<file path="src/rtl/ucsbece154a_mem_arbiter_if.sv">
// rtl/ucsbece154a_mem_arbiter_if.sv - port bundle between two requesters, the arbiter and the memory macro
interface ucsbece154a_mem_arbiter_if #(
  parameter int ADDR_W = 32,
  parameter int DATA_W = 32
);
  logic              p0_req_i;
  logic              p0_we_i;
  logic [ADDR_W-1:0] p0_addr_i;
  logic [DATA_W-1:0] p0_wdata_i;
  logic              p0_gnt_o;
  logic              p0_done_o;

  logic              p1_req_i;
  logic              p1_we_i;
  logic [ADDR_W-1:0] p1_addr_i;
  logic [DATA_W-1:0] p1_wdata_i;
  logic              p1_gnt_o;
  logic              p1_done_o;

  logic [DATA_W-1:0] rdata_o;

  logic              mem_en_o;
  logic              mem_we_o;
  logic [ADDR_W-1:0] mem_addr_o;
  logic [DATA_W-1:0] mem_wdata_o;
  logic [DATA_W-1:0] mem_rdata_i;

  modport slave (
    input  p0_req_i, p0_we_i, p0_addr_i, p0_wdata_i,
    input  p1_req_i, p1_we_i, p1_addr_i, p1_wdata_i,
    input  mem_rdata_i,
    output p0_gnt_o, p0_done_o, p1_gnt_o, p1_done_o, rdata_o,
    output mem_en_o, mem_we_o, mem_addr_o, mem_wdata_o
  );

  modport master (
    output p0_req_i, p0_we_i, p0_addr_i, p0_wdata_i,
    output p1_req_i, p1_we_i, p1_addr_i, p1_wdata_i,
    output mem_rdata_i,
    input  p0_gnt_o, p0_done_o, p1_gnt_o, p1_done_o, rdata_o,
    input  mem_en_o, mem_we_o, mem_addr_o, mem_wdata_o
  );
endinterface

</file>
<file path="src/rtl/ucsbece154a_mem_arbiter.sv">
// rtl/ucsbece154a_mem_arbiter.sv - round-robin two-port arbiter in front of a single-port fixed-latency memory
module ucsbece154a_mem_arbiter #(
  parameter int ADDR_W     = 32,
  parameter int DATA_W     = 32,
  parameter int RD_LATENCY = 1
) (
  input  logic                    clk,
  input  logic                    reset,
  ucsbece154a_mem_arbiter_if.slave bus
);
  typedef enum logic [1:0] {IDLE, ACCESS, WAIT, DONE} state_t;

  localparam logic [2:0] LAT = 3'(RD_LATENCY);

  state_t            state_q, state_d;
  logic              last_q;
  logic              we_q;
  logic [ADDR_W-1:0] addr_q;
  logic [DATA_W-1:0] wdata_q;
  logic [DATA_W-1:0] rdata_q;
  logic [2:0]        cnt_q;

  logic win;
  logic take;
  logic cap;
  logic access;
  logic busy;

  // Requests are only looked at in IDLE; last_q doubles as the current owner.
  always_comb begin
    state_d = state_q;
    win     = last_q;
    take    = 1'b0;
    cap     = 1'b0;
    case (state_q)
      IDLE: begin
        if (bus.p0_req_i || bus.p1_req_i) begin
          take    = 1'b1;
          state_d = ACCESS;
          if (bus.p0_req_i && bus.p1_req_i) win = ~last_q;
          else                              win = bus.p1_req_i;
        end
      end
      ACCESS: state_d = we_q ? DONE : WAIT;
      WAIT: begin
        if (cnt_q == 3'd1) begin
          cap     = 1'b1;
          state_d = DONE;
        end
      end
      DONE:    state_d = IDLE;
      default: state_d = IDLE;
    endcase
  end

  always_ff @(posedge clk) begin
    if (reset) begin
      state_q <= IDLE;
      last_q  <= 1'b1;
      we_q    <= 1'b0;
      addr_q  <= '0;
      wdata_q <= '0;
      rdata_q <= '0;
      cnt_q   <= 3'd0;
    end else begin
      state_q <= state_d;
      if (take) begin
        last_q  <= win;
        we_q    <= win ? bus.p1_we_i    : bus.p0_we_i;
        addr_q  <= win ? bus.p1_addr_i  : bus.p0_addr_i;
        wdata_q <= win ? bus.p1_wdata_i : bus.p0_wdata_i;
      end
      if (state_q == ACCESS && !we_q) cnt_q <= LAT;
      else if (state_q == WAIT)       cnt_q <= cnt_q - 3'd1;
      if (cap) rdata_q <= bus.mem_rdata_i;
    end
  end

  // Memory-side fields are forced to zero outside the single ACCESS cycle.
  assign access = (state_q == ACCESS);
  assign busy   = (state_q != IDLE);

  assign bus.mem_en_o    = access;
  assign bus.mem_we_o    = access & we_q;
  assign bus.mem_addr_o  = access ? addr_q  : '0;
  assign bus.mem_wdata_o = access ? wdata_q : '0;

  assign bus.p0_gnt_o  = busy & ~last_q;
  assign bus.p1_gnt_o  = busy &  last_q;
  assign bus.p0_done_o = (state_q == DONE) & ~last_q;
  assign bus.p1_done_o = (state_q == DONE) &  last_q;
  assign bus.rdata_o   = rdata_q;
endmodule

</file>
<file path="src/flat_wrapper.sv">
// flat-port wrapper written by rule: the top's interface ports become plain ports
module ucsbece154a_mem_arbiter_flat 
#(
  parameter int ADDR_W     = 32,
  parameter int DATA_W     = 32,
  parameter int RD_LATENCY = 1
)
  (clk, reset, bus_p0_req_i, bus_p0_we_i, bus_p0_addr_i, bus_p0_wdata_i, bus_p1_req_i, bus_p1_we_i, bus_p1_addr_i, bus_p1_wdata_i, bus_mem_rdata_i, bus_p0_gnt_o, bus_p0_done_o, bus_p1_gnt_o, bus_p1_done_o, bus_rdata_o, bus_mem_en_o, bus_mem_we_o, bus_mem_addr_o, bus_mem_wdata_o);
  ucsbece154a_mem_arbiter_if #(.ADDR_W(ADDR_W), .DATA_W(DATA_W)) bus_i ();
  input  logic clk;
  input  logic reset;
  input wire logic [$bits(bus_i.p0_req_i)-1:0] bus_p0_req_i;
  input wire logic [$bits(bus_i.p0_we_i)-1:0] bus_p0_we_i;
  input wire logic [$bits(bus_i.p0_addr_i)-1:0] bus_p0_addr_i;
  input wire logic [$bits(bus_i.p0_wdata_i)-1:0] bus_p0_wdata_i;
  input wire logic [$bits(bus_i.p1_req_i)-1:0] bus_p1_req_i;
  input wire logic [$bits(bus_i.p1_we_i)-1:0] bus_p1_we_i;
  input wire logic [$bits(bus_i.p1_addr_i)-1:0] bus_p1_addr_i;
  input wire logic [$bits(bus_i.p1_wdata_i)-1:0] bus_p1_wdata_i;
  input wire logic [$bits(bus_i.mem_rdata_i)-1:0] bus_mem_rdata_i;
  output wire logic [$bits(bus_i.p0_gnt_o)-1:0] bus_p0_gnt_o;
  output wire logic [$bits(bus_i.p0_done_o)-1:0] bus_p0_done_o;
  output wire logic [$bits(bus_i.p1_gnt_o)-1:0] bus_p1_gnt_o;
  output wire logic [$bits(bus_i.p1_done_o)-1:0] bus_p1_done_o;
  output wire logic [$bits(bus_i.rdata_o)-1:0] bus_rdata_o;
  output wire logic [$bits(bus_i.mem_en_o)-1:0] bus_mem_en_o;
  output wire logic [$bits(bus_i.mem_we_o)-1:0] bus_mem_we_o;
  output wire logic [$bits(bus_i.mem_addr_o)-1:0] bus_mem_addr_o;
  output wire logic [$bits(bus_i.mem_wdata_o)-1:0] bus_mem_wdata_o;
  assign bus_i.p0_req_i = bus_p0_req_i;
  assign bus_i.p0_we_i = bus_p0_we_i;
  assign bus_i.p0_addr_i = bus_p0_addr_i;
  assign bus_i.p0_wdata_i = bus_p0_wdata_i;
  assign bus_i.p1_req_i = bus_p1_req_i;
  assign bus_i.p1_we_i = bus_p1_we_i;
  assign bus_i.p1_addr_i = bus_p1_addr_i;
  assign bus_i.p1_wdata_i = bus_p1_wdata_i;
  assign bus_i.mem_rdata_i = bus_mem_rdata_i;
  assign bus_p0_gnt_o = bus_i.p0_gnt_o;
  assign bus_p0_done_o = bus_i.p0_done_o;
  assign bus_p1_gnt_o = bus_i.p1_gnt_o;
  assign bus_p1_done_o = bus_i.p1_done_o;
  assign bus_rdata_o = bus_i.rdata_o;
  assign bus_mem_en_o = bus_i.mem_en_o;
  assign bus_mem_we_o = bus_i.mem_we_o;
  assign bus_mem_addr_o = bus_i.mem_addr_o;
  assign bus_mem_wdata_o = bus_i.mem_wdata_o;
  ucsbece154a_mem_arbiter #(.ADDR_W(ADDR_W), .DATA_W(DATA_W), .RD_LATENCY(RD_LATENCY)) u_core (.clk(clk), .reset(reset), .bus(bus_i));
endmodule
</file>
<file path="config.mk">
export PLATFORM = sky130hd
export DESIGN_NAME = ucsbece154a_mem_arbiter_flat
export DESIGN_NICKNAME = d
export VERILOG_FILES = /design/src/rtl/ucsbece154a_mem_arbiter_if.sv /design/src/rtl/ucsbece154a_mem_arbiter.sv /design/src/flat_wrapper.sv
export SDC_FILE = /design/constraint.sdc
export NUM_CORES = 1
export LEC_CHECK = 0
export ABC_AREA = 0
export CAP_MARGIN = 40
export CORE_MARGIN = 8
export CORE_UTILIZATION = 43
export DETAILED_ROUTE_END_ITERATION = 16
export PLACE_DENSITY = 0.87
export REMOVE_ABC_BUFFERS = 1
export SLEW_MARGIN = 20
export SYNTH_ARGS = -nofsm -noshare
export SYNTH_HDL_FRONTEND = slang
export SYNTH_SLANG_ARGS = --single-unit
</file>
<file path="constraint.sdc">
create_clock -name clk -period 2.9 [get_ports clk]
set_input_delay 0.87 -clock clk [delete_from_list [all_inputs] [get_ports clk]]
set_output_delay 0.87 -clock clk [all_outputs]
set_load 0.01 [all_outputs]
</file>
==> impl_metrics.yaml <==
layout:
  layout.cells.most_common: "clkdlybuf4s50_1"
  multi_input_area_sq_mm: 0.00273
  seqCellArea_sq_mm: 0.00206
  nFillCells: 870
  final_layout_size_suffix_gt1_frac: 0.101
  syn_to_final_growth_pct: 60.4
  design_area_sq_mm: 0.00814
  design.final.nets: 1032
  num_antenna_cells: 0
  final_util: 0.710
  layout_common_cells: "clkdlybuf4s50_1 (262), nand2_1 (195), dfxtp_1 (103)"
place:
  gp_congestion: 0.825
  hpwl_mm: 13.8
  place_area_sq_mm: 0.00779
  place_ws_ns: 0.248
  portBuffers: 267
power_and_ir_drop:
  irDropWorstVdd_mv: 0.695
  power.static_leakage_nw: 3.04
  power.density_mw_per_mm2: 810
  p_total_mw: 6.59
floorplanning:
  start_util: 0.443
  rows: 39
  coreArea_sq_mm: 0.0115
  ioPinCount: 268
  fp.dieW_um: 125
  fp.dieH_um: 125
  floorplan.die_area_sq_mm: 0.0155
setup_path:
  cp_data_required_time_ns: 2.03
  arrival_ns: 1.93
  r2r-end: "u_core.wdata_q[13]$_SDFFE_PP0P_"
  critPathMaxFanout: 40
  worstSetupStartpoint: "u_core.state_q[1]$_SDFFE_PP0P_"
  reg2regPathDepth: 7
  crit-reg2reg-launch: "u_core.state_q[0]$_SDFFE_PP0P_"
  crit_path_end_kind: "primary output"
  crit_path_start_kind: "register"
  worst_setup_path_endpoint: "bus_mem_we_o"
  crit_type: "register to primary output"
  rrSetupSlack_ns: 0.81
global_routing:
  grt_pass1_wl_mm: 28.4
  gr-usage-met3: 0.0962
  antenna_found_initial: 1
  busiest_layer: "met2"
  track_usage: 0.222
  grt_remaining_overflow: 0
  grt_max_degree: 74
  grt_pass1_vias: 5494
  grtUsageMet1: 0.241
  grt_use_met2: 0.373
synth:
  async_reset_ff_frac: 0
  yosysWarnings: 0
  synth-seq-cells: 103
  yosysSeqAreaShare: 0.406
  synth_top_area_share: 0.406
  avgSynthCellArea_sq_um: 8.19
  synthTopCellsByArea: "dfxtp_1 (41%), a311oi_2 (15%), nand2_1 (14%)"
  synth_area_sq_mm: 0.00507
  synthFlopType: "dfxtp_1"
  syn-instance-count: 620
  yosysTopAreaCell: "dfxtp_1"
  netlist-cell-type-count: 28
  synth-edff-count: 0
sta:
  fin_crit_ns: 2.80
  rsz0062_at_grt: "false"
  skew_ns: 0.00496
  setup_viol: 0
  drv_slew: 0
  worst_pin_slew_ns: 0.758
  setup_ws_ns: 0.0975
  fmax_mhz: 357
  max_slew_margin: 0.495
  fin_crit_sh: 0.966
  final-hold-violation-count: 0
  whs_ns: 0.456
routing:
  drtPass1Iterations: 5
  antenna_left: 0
  drt-total-wl_mm: 17.9
  via_per_inst: 5.23
  drc: 0
  drt_iter0_drc: 314
  vias: 5259
  wl_per_cell_um: 17.8
clocking:
  cts_root_buffer: "clkbuf_16"
  cts_setup_buffers: 0
  clk_latency_ns: 0.34
  cts_buffers: 9
  clk_pin_slew_worst_paths_ns: 0.07
  ctsHoldBuffers: 0
  clockBufferDepth: 2
  cts_max_level: 3
  clock-sinks: 103
  cts_tree: "built"
job:
  cap_violations: 0
outcome:
  status: "finished clean"
worst_hold_path:
  hold_path.class: "register to register"
-- repair_timing --
action | 4_1_cts | 5_1_grt
resized for setup | 9 | 1
endpoints found under the hold margin | 0 | 0
endpoints found under the setup margin | 61 | 33
-- report_power, final --
| group | internal (mW) | switching, mW | total [mW] | leakage, nW |
|---|---|---|---|---|
| Combinational | 1.43 | 1.72 | 3.15 | 2.03 |
| Sequential | 1.87 | 0.263 | 2.13 | 0.847 |
| Clock | 0.778 | 0.531 | 1.31 | 0.162 |
-- area by class of cell --
type / count / share of cell area
clock buffer: 10 / 0.0294
clock inverter: 6 / 0.0103
inverter: 5 / 0.00231
multi-input combinational: 459 / 0.335
sequential: 103 / 0.253
tap: 143 / 0.0220
timing repair buffer: 280 / 0.348
-- worst min-delay path by stage --
stage,startpoint,to,slack [ns],cells past startpoint
floorplan,u_core.cnt_q[1]$_SDFFE_PP0P_,u_core.cnt_q[1]$_SDFFE_PP0P_,0.46,2
global placement,u_core.bus.rdata_o[15]$_SDFFE_PP0P_,u_core.bus.rdata_o[15]$_SDFFE_PP0P_,0.44,2
detailed placement,u_core.bus.rdata_o[29]$_SDFFE_PP0P_,u_core.bus.rdata_o[29]$_SDFFE_PP0P_,0.45,2
CTS,u_core.bus.rdata_o[29]$_SDFFE_PP0P_,u_core.bus.rdata_o[29]$_SDFFE_PP0P_,0.46,2
global route,u_core.bus.rdata_o[19]$_SDFFE_PP0P_,u_core.bus.rdata_o[19]$_SDFFE_PP0P_,0.48,2
finish,u_core.bus.rdata_o[29]$_SDFFE_PP0P_,u_core.bus.rdata_o[29]$_SDFFE_PP0P_,0.46,2
-- state kept, by name (all words and copies together), names as in the netlist --
register / flops
u_core.we_q: 1
u_core.addr_q: 32
u_core.cnt_q: 3
u_core.bus.rdata_o: 32
u_core.wdata_q: 32
u_core.last_q: 1
u_core.state_q: 2
-- per-layer routing --
layer,routed length (um),share of wire,up-vias
met5,12,0.00067,-
met3,2040,0.11,36
met2,8550,0.48,256
met4,493,0.028,2
met1,6820,0.38,2423
li1,-,-,2542
-- cell families (layout without fill, tap and decap cells) --
| family | Yosys count | after routing | synth area share |
|---|---|---|---|
| buffers and inverters | 58 | 301 | 0.0609 |
| adder cells (fa/ha/maj) | 8 | 8 | 0.0197 |
| flip-flops | 103 | 103 | 0.406 |
| XOR/XNOR | 2 | 2 | 0.00345 |
| AND/OR/NAND/NOR | 344 | 344 | 0.292 |
| AO/OA/AOI/OAI | 104 | 104 | 0.216 |
| multiplexers | 1 | 1 | 0.00197 |
-- synth_stat cells (2+ instances only) --
cell type,instances
inv_1,5
a2111oi_0,2
nor2b_1,3
a21o_1,2
ha_1,8
buf_6,6
buf_2,19
a311oi_2,50
buf_4,6
and2_1,67
dfxtp_1,103
a21oi_1,32
nor2_1,72
clkbuf_1,21
xor2_1,2
a311oi_1,15
nand2_1,196
-- metrics by stage --
step / cells / TNS, ns
2_1_floorplan: 567 / -117.63
5_1_grt: 1006 / 0
4_1_cts: 1006 / 0
6_report: 1006 / 0
3_5_place_dp: 990 / 0
3_3_place_gp: 990 / 0
-- critical path, cell delays in order (launching register included) --
cell and delay [ns]:
dfxtp_1 0.36, inv_2 0.12, ha_4 0.17, buf_12 0.19, and2_1 0.18, clkdlybuf4s50_1 0.56
(Power assumes the default switching activity.)
